==> src/rtl/lshift_sched_pkg.sv <==
// Shared types for the shift-register scheduler: FSM encoding and default width.
// Pure declarations, no logic.
// Not applicable.
package lshift_sched_pkg;
    localparam int DEF_WIDTH = 4;

    typedef enum logic [1:0] {
        IDLE  = 2'd0,
        SHIFT = 2'd1,
        CHECK = 2'd2,
        RESP  = 2'd3
    } state_t;
endpackage

==> src/rtl/lshift_sched_if.sv <==
// Request/response bundle between requesters and the shift-register scheduler.
// No latency, wires only.
// req_ready is one-hot per requester; rsp side is plain valid/ready.
interface lshift_sched_if
    import lshift_sched_pkg::*;
#(
    parameter int WIDTH = DEF_WIDTH,
    parameter int NREQ  = 2
) ();
    logic [NREQ-1:0]       req_valid;
    logic [NREQ*WIDTH-1:0] req_data;
    logic [NREQ-1:0]       req_ready;
    logic                  rsp_valid;
    logic                  rsp_ready;
    logic [WIDTH-1:0]      rsp_data;
    logic                  rsp_id;
    logic                  rsp_err;

    modport master (
        output req_valid, req_data, rsp_ready,
        input  req_ready, rsp_valid, rsp_data, rsp_id, rsp_err
    );

    modport slave (
        input  req_valid, req_data, rsp_ready,
        output req_ready, rsp_valid, rsp_data, rsp_id, rsp_err
    );
endinterface

==> src/rtl/lshift_sched_rr_arbiter2.sv <==
// Two-way round-robin arbiter; the caller owns last_grant.
// Combinational, zero latency.
// en low forces no grant.
module rr_arbiter2 (
    input  logic [1:0] req,
    input  logic       last_grant,
    input  logic       en,
    output logic [1:0] gnt
);
    always_comb begin
        gnt = 2'b00;
        if (en) begin
            // Search starts at the index after the previous winner.
            if (last_grant) begin
                if (req[0])      gnt = 2'b01;
                else if (req[1]) gnt = 2'b10;
            end else begin
                if (req[1])      gnt = 2'b10;
                else if (req[0]) gnt = 2'b01;
            end
        end
    end
endmodule

==> src/rtl/lshift_sched.sv <==
// Shares one left-shift register between two requesters, returning each word with a check flag.
// Response valid WIDTH+1 cycles after the accept edge.
// One word in flight; req_ready low until the response is taken, RESP stalls indefinitely.
module lshift_sched
    import lshift_sched_pkg::*;
#(
    parameter int WIDTH = DEF_WIDTH,
    parameter int NREQ  = 2
) (
    input  logic             clk,
    input  logic             rst,
    lshift_sched_if.slave    bus,
    output logic             sr_in,
    input  logic [WIDTH-1:0] sr_out
);
    localparam int CW = (WIDTH > 1) ? $clog2(WIDTH) : 1;
    typedef logic [CW-1:0] cnt_t;
    localparam cnt_t LAST = cnt_t'(WIDTH - 1);

    state_t           state;
    cnt_t             cnt;
    logic [WIDTH-1:0] word_buf;
    logic             id_q;
    logic             last_grant;
    logic [NREQ-1:0]  gnt;
    logic             win;
    logic [WIDTH-1:0] word;
    logic             rsp_valid_q;
    logic [WIDTH-1:0] rsp_data_q;
    logic             rsp_id_q;
    logic             rsp_err_q;

    rr_arbiter2 u_arb (
        .req        (bus.req_valid),
        .last_grant (last_grant),
        .en         ((state == IDLE) && !rst),
        .gnt        (gnt)
    );

    assign win  = gnt[1];
    assign word = win ? bus.req_data[2*WIDTH-1:WIDTH] : bus.req_data[WIDTH-1:0];

    assign bus.req_ready = gnt;
    assign bus.rsp_valid = rsp_valid_q;
    assign bus.rsp_data  = rsp_data_q;
    assign bus.rsp_id    = rsp_id_q;
    assign bus.rsp_err   = rsp_err_q;

    always_ff @(posedge clk) begin
        if (rst) begin
            state       <= IDLE;
            cnt         <= '0;
            word_buf    <= '0;
            id_q        <= 1'b0;
            last_grant  <= 1'b1;
            sr_in       <= 1'b0;
            rsp_valid_q <= 1'b0;
            rsp_data_q  <= '0;
            rsp_id_q    <= 1'b0;
            rsp_err_q   <= 1'b0;
        end else begin
            case (state)
                IDLE: begin
                    if (|gnt) begin
                        word_buf   <= word;
                        id_q       <= win;
                        sr_in      <= word[WIDTH-1];
                        cnt        <= '0;
                        last_grant <= win;
                        state      <= SHIFT;
                    end
                end
                SHIFT: begin
                    // LSB has been on sr_in for a full cycle once cnt saturates.
                    if (cnt == LAST) begin
                        sr_in <= 1'b0;
                        state <= CHECK;
                    end else begin
                        cnt   <= cnt + cnt_t'(1);
                        sr_in <= word_buf[LAST - cnt - cnt_t'(1)];
                    end
                end
                CHECK: begin
                    rsp_data_q  <= sr_out;
                    rsp_err_q   <= (sr_out != word_buf);
                    rsp_id_q    <= id_q;
                    rsp_valid_q <= 1'b1;
                    state       <= RESP;
                end
                RESP: begin
                    if (bus.rsp_ready) begin
                        rsp_valid_q <= 1'b0;
                        state       <= IDLE;
                    end
                end
                default: state <= IDLE;
            endcase
        end
    end
endmodule

==> src/flat_wrapper.sv <==
// flat-port wrapper written by rule: the top's interface ports become plain ports
module lshift_sched_flat import lshift_sched_pkg::*;
#(
    parameter int WIDTH = DEF_WIDTH,
    parameter int NREQ  = 2
)
  (clk, rst, sr_in, sr_out, bus_req_valid, bus_req_data, bus_rsp_ready, bus_req_ready, bus_rsp_valid, bus_rsp_data, bus_rsp_id, bus_rsp_err);
  lshift_sched_if #(.WIDTH(WIDTH), .NREQ(NREQ)) bus_i ();
  input  logic clk;
  input  logic rst;
  output logic sr_in;
  input  logic [WIDTH-1:0] sr_out;
  input wire logic [$bits(bus_i.req_valid)-1:0] bus_req_valid;
  input wire logic [$bits(bus_i.req_data)-1:0] bus_req_data;
  input wire logic [$bits(bus_i.rsp_ready)-1:0] bus_rsp_ready;
  output wire logic [$bits(bus_i.req_ready)-1:0] bus_req_ready;
  output wire logic [$bits(bus_i.rsp_valid)-1:0] bus_rsp_valid;
  output wire logic [$bits(bus_i.rsp_data)-1:0] bus_rsp_data;
  output wire logic [$bits(bus_i.rsp_id)-1:0] bus_rsp_id;
  output wire logic [$bits(bus_i.rsp_err)-1:0] bus_rsp_err;
  assign bus_i.req_valid = bus_req_valid;
  assign bus_i.req_data = bus_req_data;
  assign bus_i.rsp_ready = bus_rsp_ready;
  assign bus_req_ready = bus_i.req_ready;
  assign bus_rsp_valid = bus_i.rsp_valid;
  assign bus_rsp_data = bus_i.rsp_data;
  assign bus_rsp_id = bus_i.rsp_id;
  assign bus_rsp_err = bus_i.rsp_err;
  lshift_sched #(.WIDTH(WIDTH), .NREQ(NREQ)) u_core (.clk(clk), .rst(rst), .bus(bus_i), .sr_in(sr_in), .sr_out(sr_out));
endmodule
==> config.mk <==
export PLATFORM = sky130hd
export DESIGN_NAME = lshift_sched_flat
export DESIGN_NICKNAME = d
export VERILOG_FILES = /design/src/rtl/lshift_sched_pkg.sv /design/src/rtl/lshift_sched_if.sv /design/src/rtl/lshift_sched_rr_arbiter2.sv /design/src/rtl/lshift_sched.sv /design/src/flat_wrapper.sv
export SDC_FILE = /design/constraint.sdc
export NUM_CORES = 1
export LEC_CHECK = 0
export CAP_MARGIN = 20
export CORE_MARGIN = 2
export CORE_UTILIZATION = 47
export CTS_CLUSTER_SIZE = 25
export DETAILED_ROUTE_END_ITERATION = 8
export PLACE_DENSITY_LB_ADDON = 0.25
export SLEW_MARGIN = 15
export SYNTH_ARGS = -nofsm -noshare
export SYNTH_HDL_FRONTEND = slang
export SYNTH_SLANG_ARGS = --single-unit
export TNS_END_PERCENT = 30
==> constraint.sdc <==
create_clock -name clk -period 1.95 [get_ports clk]
set_input_delay 0.585 -clock clk [delete_from_list [all_inputs] [get_ports clk]]
set_output_delay 0.585 -clock clk [all_outputs]
set_load 0.02 [all_outputs]
# Word level (Yosys, flattened, before mapping)
# Index checks and enable logic that the tools add are counted.
# totals
latch_bits,0
word_cells,55
n_memories,0
inputBits,17
ram_bits,0
regBits,18
romBits,0
# op_classes
n_reduce_logical,11
n_bitwise,0
mux,21
div,0
order_cmp,1
eq_ne,9
add_sub_neg,3
n_mul,0
shift,0
# op_table
operator,count
$mux W2,10
$pmux W2 S4,1
$eq A2 B2 Y1 const B,3
$ne A2 B2 Y1 const B,3
$reduce_and A2 Y1,3
$reduce_and A3 Y1,2
$mux W1,5
$mux W4,1
$ne A4 B4 Y1,1
$pmux W1 S2,2
$pmux W2 S2,1
$reduce_bool A2 Y1,2
$lt A2 B3 Y1 const B,1
$add A2 B1 Y2 const B,1
$bmux W1 S2,1
$eq A2 B1 Y1 const B,1
$logic_not A2 Y1,1
$ne A2 B1 Y1 const B,1
$reduce_or A2 Y1,1
$sub A2 B1 Y2 const B,1
$sub A2 B2 Y2 const A,1
$logic_and A1 B1 Y1,1
$logic_not A1 Y1,1

# Logic depth before layout (Yosys ltp)
# Gate-level depths: netlist of the first run.
# depth
depth_word,7
mapped_depth,7
depth_no_buf,6

# By module
# From an unflattened synthesis of the first run, not the netlist that was laid out.
# unflattened
cells_unflattened,107
hier_area_um2,982.2
# by_module_without_submodules
mod,instances,cells_per_inst,area_per_inst_um2
lshift_sched,1,102,960.9
rr_arbiter2,1,5,21.3

# Worst setup path before layout of the first run
# No wires, ideal clock.
# synth_path
path_kind,input-to-output
start,input rst
end,output bus_req_ready[0]
path_stages,3
arrival_time_ps,1164
path_buffers,1
required_ps,1365
path_slack_ps,201
path_cell_list,buf_6 > nand2b_4 > nor2_1
# synth_between
elab_chain_len,3
# synth_lines
item,line,rtl
start: declaration,flat_wrapper.sv:10,input logic rst;
$logic_not A1 Y1,lshift_sched.sv:36,".en ((state == IDLE) && !rst),"
$logic_and A1 B1 Y1,lshift_sched.sv:36,
$mux W2,lshift_sched_rr_arbiter2.sv:12,if (en) begin
end: declaration,flat_wrapper.sv:16,output wire logic [$bits(bus_i.req_ready)-1:0] bus_req_ready;
# Every way passes these cells.

# Final worst setup path of the first run
# layout_path
start,input bus_req_valid[1]
end,output bus_req_ready[0]
# layout_between
elab_chain_len,3
# layout_lines
item,line,rtl
start: declaration,flat_wrapper.sv:13,input wire logic [$bits(bus_i.req_valid)-1:0] bus_req_valid;
$mux W2,lshift_sched_rr_arbiter2.sv:18,if (req[1]) gnt = 2'b10;
$mux W2,lshift_sched_rr_arbiter2.sv:14,if (last_grant) begin
$mux W2,lshift_sched_rr_arbiter2.sv:12,
# Every way passes these cells.

==> results of run 1 <==
state kept, by name, indices dropped and copies added (netlist names):
signal                count
u_core.bus.rsp_valid      1
u_core.state              2
u_core.word_buf           4
u_core.bus.rsp_err        1
u_core.bus.rsp_id         1
u_core.cnt                2
u_core.bus.rsp_data       4
u_core.sr_in              1
u_core.id_q               1
u_core.last_grant         1
critical path, cell delays in order:
cell and delay, ns:
dlygate4sd2_1 0.28, nand2b_1 0.10, nand2_1 0.07, nor2_2 0.11
buf_4 0.15
cell families (layout without fill, tap and decap cells):
| group | count (synthesis) | after routing | synth area share |
|---|---|---|---|
| compound gates | 22 | 22 | 0.177 |
| flops | 18 | 18 | 0.362 |
| mux | 11 | 11 | 0.123 |
| xor+xnor | 4 | 4 | 0.0352 |
| buf+inv | 10 | 50 | 0.0490 |
| simple gates | 36 | 36 | 0.178 |
| fa+ha+maj | 6 | 6 | 0.0754 |
final timing paths:
path	from	endpoint	cells past startpoint
max reg2reg	u_core.state[1]	u_core.state[1]	7
min	u_core.bus.rsp_valid	u_core.bus.rsp_valid	2
max	bus_req_valid[1]	bus_req_ready[0]	5
min reg2reg	u_core.bus.rsp_valid	u_core.bus.rsp_valid	2
through the flow:
stage               setup TNS (ns)  setup WS, ns  area [µm²]  utilization  hold WS [ns]
detailed placement           -1.86        -0.622        1370        0.691         0.477
global route                     0       0.00325        1410        0.712         0.521
floorplan                        0         0.201         996            -         0.436
global placement             -1.63        -0.584        1370        0.691         0.463
CTS                              0        0.0295        1400        0.706         0.506
finish                           0        0.0634        1410        0.712         0.500
area by class of cell:
| type | instances | area [µm²] |
|---|---|---|
| clock buffers | 4 | 36.3 |
| fillers | 167 | 571 |
| inverters | 6 | 22.5 |
| multi-input cells | 79 | 602 |
| flip-flops and latches | 18 | 360 |
| well taps | 27 | 33.8 |
| repair buffers | 40 | 357 |
routing by layer:
layer  part of all wire  wire length (µm)  GRT usage  vias to the layer above
met2               0.51              1140      0.349                       22
met3              0.041                91     0.0364                        4
li1                   -                 -          -                      452
met5                  0                 0          0                        -
met1               0.43               958      0.251                      409
met4              0.011                25     0.0556                        0
repair_timing:
| action | 4_1_cts | 5_1_grt |
|---|---|---|
| resized for setup | 15 | 2 |
| pin swaps | 0 | 0 |
| setup endpoints to repair | 2 | 2 |
power groups by stage:
stage                     combinational, mW  sequential (mW)  clock, mW
final                                  1.05            0.549      0.234
after global routing                   1.15            0.563      0.254
after CTS                              1.00            0.548      0.239
after detailed placement              0.999            0.557          0
after global placement                0.964            0.551          0
after floorplan                       0.578            0.600          0
placed cells by master (no fill, tap or decap), types with 2 or more instances in the layout:
cell type / Yosys / final
mux2i_1: 10 / 10
clkdlybuf4s50_1: 0 / 21
inv_1: 6 / 5
o21ai_0: 3 / 3
dlygate4sd2_1: 0 / 3
dfxtp_1: 18 / 18
nor3_1: 2 / 2
buf_4: 1 / 16
clkbuf_4: 0 / 3
nor2_1: 19 / 18
a21oi_1: 7 / 7
nand2_1: 5 / 5
a211oi_1: 5 / 5
nor2b_1: 3 / 3
ha_1: 6 / 5
xor2_1: 4 / 4
==> impl_results.html, run 1 <==
<table>
<tr><th>Metric</th><th>Value</th></tr>
<tr><th colspan="2">Status</th></tr>
<tr><td>Result of the run</td><td>complete, no violations</td></tr>
<tr><th colspan="2">Timing</th></tr>
<tr><td>Final hold vios</td><td>0</td></tr>
<tr><td>Time the worst path needs with I/O delays and setup</td><td>approximately 1.9 ns</td></tr>
<tr><td>Worst Max-Slew Pin Slew</td><td>0.409 ns</td></tr>
<tr><td>Peak clock frequency supported by timing</td><td>roughly 0.53 GHz</td></tr>
<tr><td>Count of final max-slew check failures</td><td>0</td></tr>
<tr><td>Worst Skew</td><td>0.00746 ns</td></tr>
<tr><td>Final-report setup violation count</td><td>0</td></tr>
<tr><td>Period Utilization, post-route</td><td>0.967</td></tr>
<tr><td>Max-Slew Margin vs Limit</td><td>0.727</td></tr>
<tr><td>Unrepaired setup endpoints after global routing</td><td>false</td></tr>
<tr><th colspan="2">Critical path</th></tr>
<tr><td>Type of origin of the critical path</td><td>primary input</td></tr>
<tr><td>Kind of end point of the critical path</td><td>primary output</td></tr>
<tr><td>WP data arrival</td><td>1.30 ns</td></tr>
<tr><td>Largest fanout on the critical path</td><td>4</td></tr>
<tr><td>Setup slack on the worst flop-to-flop path</td><td>around 0.35 ns</td></tr>
<tr><td>Type of the setup path with the least slack</td><td>primary input to primary output</td></tr>
<tr><td>CP Data Required Time</td><td>1.36 ns</td></tr>
<tr><th colspan="2">Route</th></tr>
<tr><td>Routed WL per cell</td><td>12.7 µm</td></tr>
<tr><td>Total via count in the routed design</td><td>887</td></tr>
<tr><td>First-iteration detailed-routing DRC count</td><td>15</td></tr>
<tr><td>Drt first pass iters</td><td>4</td></tr>
<tr><td>Via/cell ratio</td><td>5.10</td></tr>
<tr><td>Wirelength, routed</td><td>about 2.2 mm</td></tr>
<tr><td>Number of DRC violations after detailed routing</td><td>0</td></tr>
<tr><td>Remaining antenna violation count after routing</td><td>0</td></tr>
<tr><th colspan="2">Layout</th></tr>
<tr><td>Layout cell share with drive strength beyond 1</td><td>0.197</td></tr>
<tr><td>Final nets</td><td>171</td></tr>
<tr><td>Area Overhead vs Synth</td><td>41.7%</td></tr>
<tr><td>Layout Cells excl Fill</td><td>174</td></tr>
<tr><td>Antenna diode count</td><td>0</td></tr>
<tr><th colspan="2">Placement</th></tr>
<tr><td>Final estimated routing congestion in global placement</td><td>0.781</td></tr>
<tr><td>DPL Wire Length</td><td>1.71 mm</td></tr>
<tr><td>Count of placed standard cells including taps</td><td>between 150 and 200</td></tr>
<tr><td>Number of buffers inserted by port buffering</td><td>26</td></tr>
<tr><th colspan="2">Power</th></tr>
<tr><td>P_sw</td><td>0.712 mW</td></tr>
<tr><td>Design internal power</td><td>1.12 mW</td></tr>
<tr><td>Relative contribution of sequential cells to total power</td><td>0.300</td></tr>
<tr><td>Relative contribution of the clock network to total power</td><td>0.128</td></tr>
<tr><td>Power density over cell area</td><td>1300 mW/mm²</td></tr>
<tr><td>Net switching share of the total power</td><td>0.389</td></tr>
<tr><td>Total power consumption of the routed design</td><td>approximately 1.8 mW</td></tr>
<tr><td>Maximum vdd ir drop</td><td>0.648 mV</td></tr>
<tr><td>Portion of total power attributed to combinational logic</td><td>0.572</td></tr>
<tr><td>Leakage power total</td><td>0.600 nW</td></tr>
<tr><th colspan="2">Global routing</th></tr>
<tr><td>Gr ovfl total</td><td>0</td></tr>
<tr><td>Vias in the first global route</td><td>between 800 and 900</td></tr>
<tr><td>Initial antenna violation count</td><td>0</td></tr>
<tr><td>Pin count of the biggest net entering global routing</td><td>11</td></tr>
<tr><td>GR Util All Layers</td><td>0.201</td></tr>
<tr><td>First-pass GRT wire length</td><td>3.90 mm</td></tr>
<tr><th colspan="2">Synth</th></tr>
<tr><td>Syn_nets</td><td>130</td></tr>
<tr><td>Netlist area before placement</td><td>996 µm²</td></tr>
<tr><td>Distinct cells, synth</td><td>30</td></tr>
<tr><td>Top-count cell post-synth</td><td>nor2_1</td></tr>
<tr><td>Most instantiated flip-flop cell in the synthesis netlist</td><td>dfxtp_1</td></tr>
<tr><td>Most frequent cells after synthesis</td><td>nor2_1, dfxtp_1, mux2i_1</td></tr>
<tr><td>Mapped Cells</td><td>approximately 110</td></tr>
<tr><td>Yosys warns</td><td>0</td></tr>
<tr><td>FF+latch count, synth</td><td>18</td></tr>
<tr><td>Cell type with the highest aggregate area in the netlist</td><td>dfxtp_1</td></tr>
<tr><td>Area share of the largest cell type after synthesis</td><td>0.362</td></tr>
<tr><td>Number of enable-type register cells in the synthesized netlist</td><td>0</td></tr>
<tr><td>Largest cells by area after synthesis</td><td>dfxtp_1, mux2i_1, ha_1</td></tr>
<tr><td>Share of flip-flops with an asynchronous set or reset after synthesis</td><td>0</td></tr>
<tr><td>Post-Syn Area per Cell</td><td>between 9 and 10 µm²</td></tr>
<tr><td>Proportion of synthesized chip area in sequential cells</td><td>0.362</td></tr>
<tr><th colspan="2">Floorplan</th></tr>
<tr><td>Number of placed I/O pins</td><td>27</td></tr>
<tr><td>Standard-cell row count</td><td>16</td></tr>
<tr><td>Die extent in y</td><td>50.0 µm</td></tr>
<tr><td>Effective utilization at floorplan</td><td>0.503</td></tr>
<tr><td>Horiz. Die Dim</td><td>50.0 µm</td></tr>
<tr><td>Standard cell core area</td><td>0.00198 mm²</td></tr>
<tr><td>Die Area</td><td>0.00250 mm²</td></tr>
<tr><th colspan="2">Min path</th></tr>
<tr><td>Hold Crit Class</td><td>flop to flop</td></tr>
<tr><th colspan="2">Clock network</th></tr>
<tr><td>Count of clock tree sinks</td><td>18</td></tr>
<tr><td>Buffer type at the clock tree root</td><td>clkbuf_4</td></tr>
<tr><td>Number of hold buffers added after cts</td><td>0</td></tr>
<tr><td>CTS max path bufs</td><td>2</td></tr>
<tr><td>Post-CTS setup buffer count</td><td>0</td></tr>
<tr><td>Register clock-pin slew on the reported worst setup and hold paths</td><td>0.11 ns</td></tr>
<tr><td>Clock H-tree levels</td><td>1</td></tr>
<tr><td>Clock buffers created by TritonCTS</td><td>3</td></tr>
<tr><td>Clock latency at the later pin of the worst-skew pair</td><td>0.29 ns</td></tr>
<tr><td>TritonCTS clock tree</td><td>done</td></tr>
<tr><th colspan="2">Run</th></tr>
<tr><td>Number of max-cap violations</td><td>0</td></tr>
</table>
Note: power is estimated with default switching activity, not from simulation.
==> run 2, diff against run 1 <==
--- a/config.mk
+++ b/config.mk
@@ -10,7 +10,9 @@
 export CORE_UTILIZATION = 47
 export CTS_CLUSTER_SIZE = 25
 export DETAILED_ROUTE_END_ITERATION = 8
+export HOLD_SLACK_MARGIN = 0.15
 export PLACE_DENSITY_LB_ADDON = 0.25
+export SKIP_LAST_GASP = 1
 export SLEW_MARGIN = 15
 export SYNTH_ARGS = -nofsm -noshare
 export SYNTH_HDL_FRONTEND = slang
==> results of run 2 <==
The final DEF is identical to that of run 1; final timing and power are the same.
==> run 3, diff against run 2 <==
--- a/config.mk
+++ b/config.mk
@@ -6,7 +6,6 @@
 export NUM_CORES = 1
 export LEC_CHECK = 0
 export CAP_MARGIN = 20
-export CORE_MARGIN = 2
 export CORE_UTILIZATION = 47
 export CTS_CLUSTER_SIZE = 25
 export DETAILED_ROUTE_END_ITERATION = 8
==> impl_results.html, run 3 (synthesis gave the netlist of run 1 again) <==
<table>
<tr><th>Metric</th><th>Value</th></tr>
<tr><th colspan="2">Clock network</th></tr>
<tr><td>Register clock-pin slew on the reported worst setup and hold paths</td><td>~0.10 ns</td></tr>
<tr><td>CTS max path bufs</td><td>2</td></tr>
<tr><td>Count of clock tree sinks</td><td>18</td></tr>
<tr><td>Post-CTS setup buffer count</td><td>0</td></tr>
<tr><td>Number of hold buffers added after cts</td><td>0</td></tr>
<tr><td>Clock H-tree levels</td><td>1</td></tr>
<tr><td>Clock buffers created by TritonCTS</td><td>3</td></tr>
<tr><td>TritonCTS clock tree</td><td>done</td></tr>
<tr><td>Clock latency at the later pin of the worst-skew pair</td><td>0.29 ns</td></tr>
<tr><td>Buffer type at the clock tree root</td><td>clkbuf_4</td></tr>
<tr><th colspan="2">Layout</th></tr>
<tr><td>Area of the multi-input gates</td><td>approximately 600 µm²</td></tr>
<tr><td>Layout cell share with drive strength beyond 1</td><td>0.190</td></tr>
<tr><td>Commonest cells after routing, fill and taps aside</td><td>clkdlybuf4s50_1, nor2_1, dfxtp_1</td></tr>
<tr><td>Total area of sequential cells</td><td>360 µm²</td></tr>
<tr><td>Finished Core Util</td><td>0.712</td></tr>
<tr><td>Fill count</td><td>between 150 and 200</td></tr>
<tr><td>Antenna diode count</td><td>0</td></tr>
<tr><td>Final nets</td><td>171</td></tr>
<tr><td>Area Overhead vs Synth</td><td>41.7%</td></tr>
<tr><td>Layout Cells excl Fill</td><td>174</td></tr>
<tr><td>Commonest non-fill, non-tap cell in the layout</td><td>clkdlybuf4s50_1</td></tr>
<tr><th colspan="2">Floorplan</th></tr>
<tr><td>Standard cell core area</td><td>0.00198 mm²</td></tr>
<tr><td>Standard-cell row count</td><td>16</td></tr>
<tr><td>Effective utilization at floorplan</td><td>0.503</td></tr>
<tr><td>Horiz. Die Dim</td><td>~48 µm</td></tr>
<tr><td>Die Area</td><td>between 0.002 and 0.0025 mm²</td></tr>
<tr><td>Die extent in y</td><td>48.0 µm</td></tr>
<tr><td>Number of placed I/O pins</td><td>27</td></tr>
<tr><th colspan="2">Power</th></tr>
<tr><td>Leakage power total</td><td>0.601 nW</td></tr>
<tr><td>Power density over cell area</td><td>1290 mW/mm²</td></tr>
<tr><td>Relative contribution of sequential cells to total power</td><td>0.301</td></tr>
<tr><td>Maximum vdd ir drop</td><td>0.659 mV</td></tr>
<tr><td>P_sw</td><td>0.702 mW</td></tr>
<tr><td>Design internal power</td><td>1.12 mW</td></tr>
<tr><td>Relative contribution of the clock network to total power</td><td>0.126</td></tr>
<tr><td>Portion of total power attributed to combinational logic</td><td>0.573</td></tr>
<tr><td>Net switching share of the total power</td><td>0.386</td></tr>
<tr><th colspan="2">Global routing</th></tr>
<tr><td>Initial antenna violation count</td><td>0</td></tr>
<tr><td>First-pass GRT wire length</td><td>3.31 mm</td></tr>
<tr><td>Pin count of the biggest net entering global routing</td><td>11</td></tr>
<tr><td>GR Util All Layers</td><td>0.212</td></tr>
<tr><td>Gr ovfl total</td><td>0</td></tr>
<tr><td>Vias in the first global route</td><td>812</td></tr>
<tr><th colspan="2">Timing</th></tr>
<tr><td>Worst Max-Slew Pin Slew</td><td>0.416 ns</td></tr>
<tr><td>Final hold vios</td><td>0</td></tr>
<tr><td>Post-route worst hold slack</td><td>just under 0.5 ns</td></tr>
<tr><td>Max-Slew Margin vs Limit</td><td>0.722</td></tr>
<tr><td>Peak clock frequency supported by timing</td><td>0.533 GHz</td></tr>
<tr><td>Time the worst path needs with I/O delays and setup</td><td>1.88 ns</td></tr>
<tr><td>Period Utilization, post-route</td><td>0.963</td></tr>
<tr><td>Worst Skew</td><td>0.000784 ns</td></tr>
<tr><td>Unrepaired setup endpoints after global routing</td><td>false</td></tr>
<tr><td>Final-report setup violation count</td><td>0</td></tr>
<tr><td>Count of final max-slew check failures</td><td>0</td></tr>
<tr><th colspan="2">Route</th></tr>
<tr><td>Routed WL per cell</td><td>12.6 µm</td></tr>
<tr><td>Via/cell ratio</td><td>5.10</td></tr>
<tr><td>Drt first pass iters</td><td>4</td></tr>
<tr><td>Remaining antenna violation count after routing</td><td>0</td></tr>
<tr><td>Number of DRC violations after detailed routing</td><td>0</td></tr>
<tr><td>Total via count in the routed design</td><td>887</td></tr>
<tr><td>Wirelength, routed</td><td>2.20 mm</td></tr>
<tr><td>First-iteration detailed-routing DRC count</td><td>14</td></tr>
<tr><th colspan="2">Critical path</th></tr>
<tr><td>Kind of end point of the critical path</td><td>primary output</td></tr>
<tr><td>WP data arrival</td><td>~1.3 ns</td></tr>
<tr><td>Critical path cell sequence</td><td>dlygate4sd2_1 &gt; nand2b_1 &gt; nand2_1 &gt; nor2_2 &gt; buf_4</td></tr>
<tr><td>CP Data Required Time</td><td>approximately 1.4 ns</td></tr>
<tr><td>Max stage delay on crit path</td><td>0.28 ns</td></tr>
<tr><td>Largest fanout on the critical path</td><td>4</td></tr>
<tr><td>Slowest-stage cell, CP</td><td>dlygate4sd2_1</td></tr>
<tr><td>Type of the setup path with the least slack</td><td>primary input to primary output</td></tr>
<tr><td>Type of origin of the critical path</td><td>primary input</td></tr>
<tr><th colspan="2">Status</th></tr>
<tr><td>Result of the run</td><td>complete, no violations</td></tr>
<tr><th colspan="2">Run</th></tr>
<tr><td>Number of max-cap violations</td><td>0</td></tr>
<tr><th colspan="2">Placement</th></tr>
<tr><td>Final estimated routing congestion in global placement</td><td>0.777</td></tr>
<tr><td>Number of buffers inserted by port buffering</td><td>26</td></tr>
<tr><td>Count of placed standard cells including taps</td><td>170</td></tr>
<tr><td>DPL Wire Length</td><td>1.75 mm</td></tr>
<tr><th colspan="2">Min path</th></tr>
<tr><td>Hold Crit Class</td><td>flop to flop</td></tr>
</table>
==> run 3: cell counts in the layout (fill, tap and decap cells not counted) <==
Identical to the previous run, type by type.
==> run 3: worst max-delay path, delay by kind of cell <==
family / cells / cell delay (ns)
buffers and inverters: 2 / 0.43
AND/OR/NAND/NOR: 3 / 0.27
==> run 3: power groups by stage <==
stage / Combinational (mW) / Sequential [mW] / Clock, mW
floorplan: 0.578 / 0.600 / 0
global placement: 0.973 / 0.553 / 0
detailed placement: 1.00 / 0.557 / 0
CTS: 1.01 / 0.548 / 0.236
global route: 1.15 / 0.561 / 0.248
finish: 1.04 / 0.547 / 0.230
==> run 3: worst paths after layout <==
| kind | from | cells after the start | endpoint | slack [ns] |
|---|---|---|---|---|
| min | u_core.cnt[1] | 2 | u_core.cnt[1] | 0.49 |
| max | bus_req_valid[1] | 5 | bus_req_ready[0] | 0.07 |
| min reg2reg | u_core.cnt[1] | 2 | u_core.cnt[1] | 0.49 |
| max reg2reg | u_core.state[1] | 7 | u_core.state[1] | 0.37 |
==> run 3: metal layers <==
layer	GRT usage	up-vias	share of wire
met5	0	-	0
met3	0.0679	2	0.037
met1	0.246	407	0.43
met4	0.0889	0	0.010
met2	0.357	24	0.52
li1	-	454	-
==> run 3: area by class of cell <==
type,count,share of cell area
Clock buffer,4,0.0257
Inverter,6,0.0160
Tap cell,27,0.0239
Sequential cell,18,0.255
Multi-Input combinational cell,79,0.426
Timing Repair Buffer,40,0.253
==> run 3: what timing repair did <==
item	CTS	global route
cloned	0	0
resized for setup	14	2
setup endpoints to repair	2	2
pin swaps	1	0
==> run 3: stage by stage <==
step / TNS [ns] / area (µm²) / power [mW] / worst slack, ns
floorplan: 0 / 996 / 1.18 / 0.201
global placement: -1.63 / 1370 / 1.53 / -0.577
detailed placement: -1.96 / 1370 / 1.56 / -0.630
CTS: 0 / 1400 / 1.79 / 0.0207
global route: 0 / 1410 / 1.96 / 0.00854
finish: 0 / 1410 / 1.82 / 0.0727
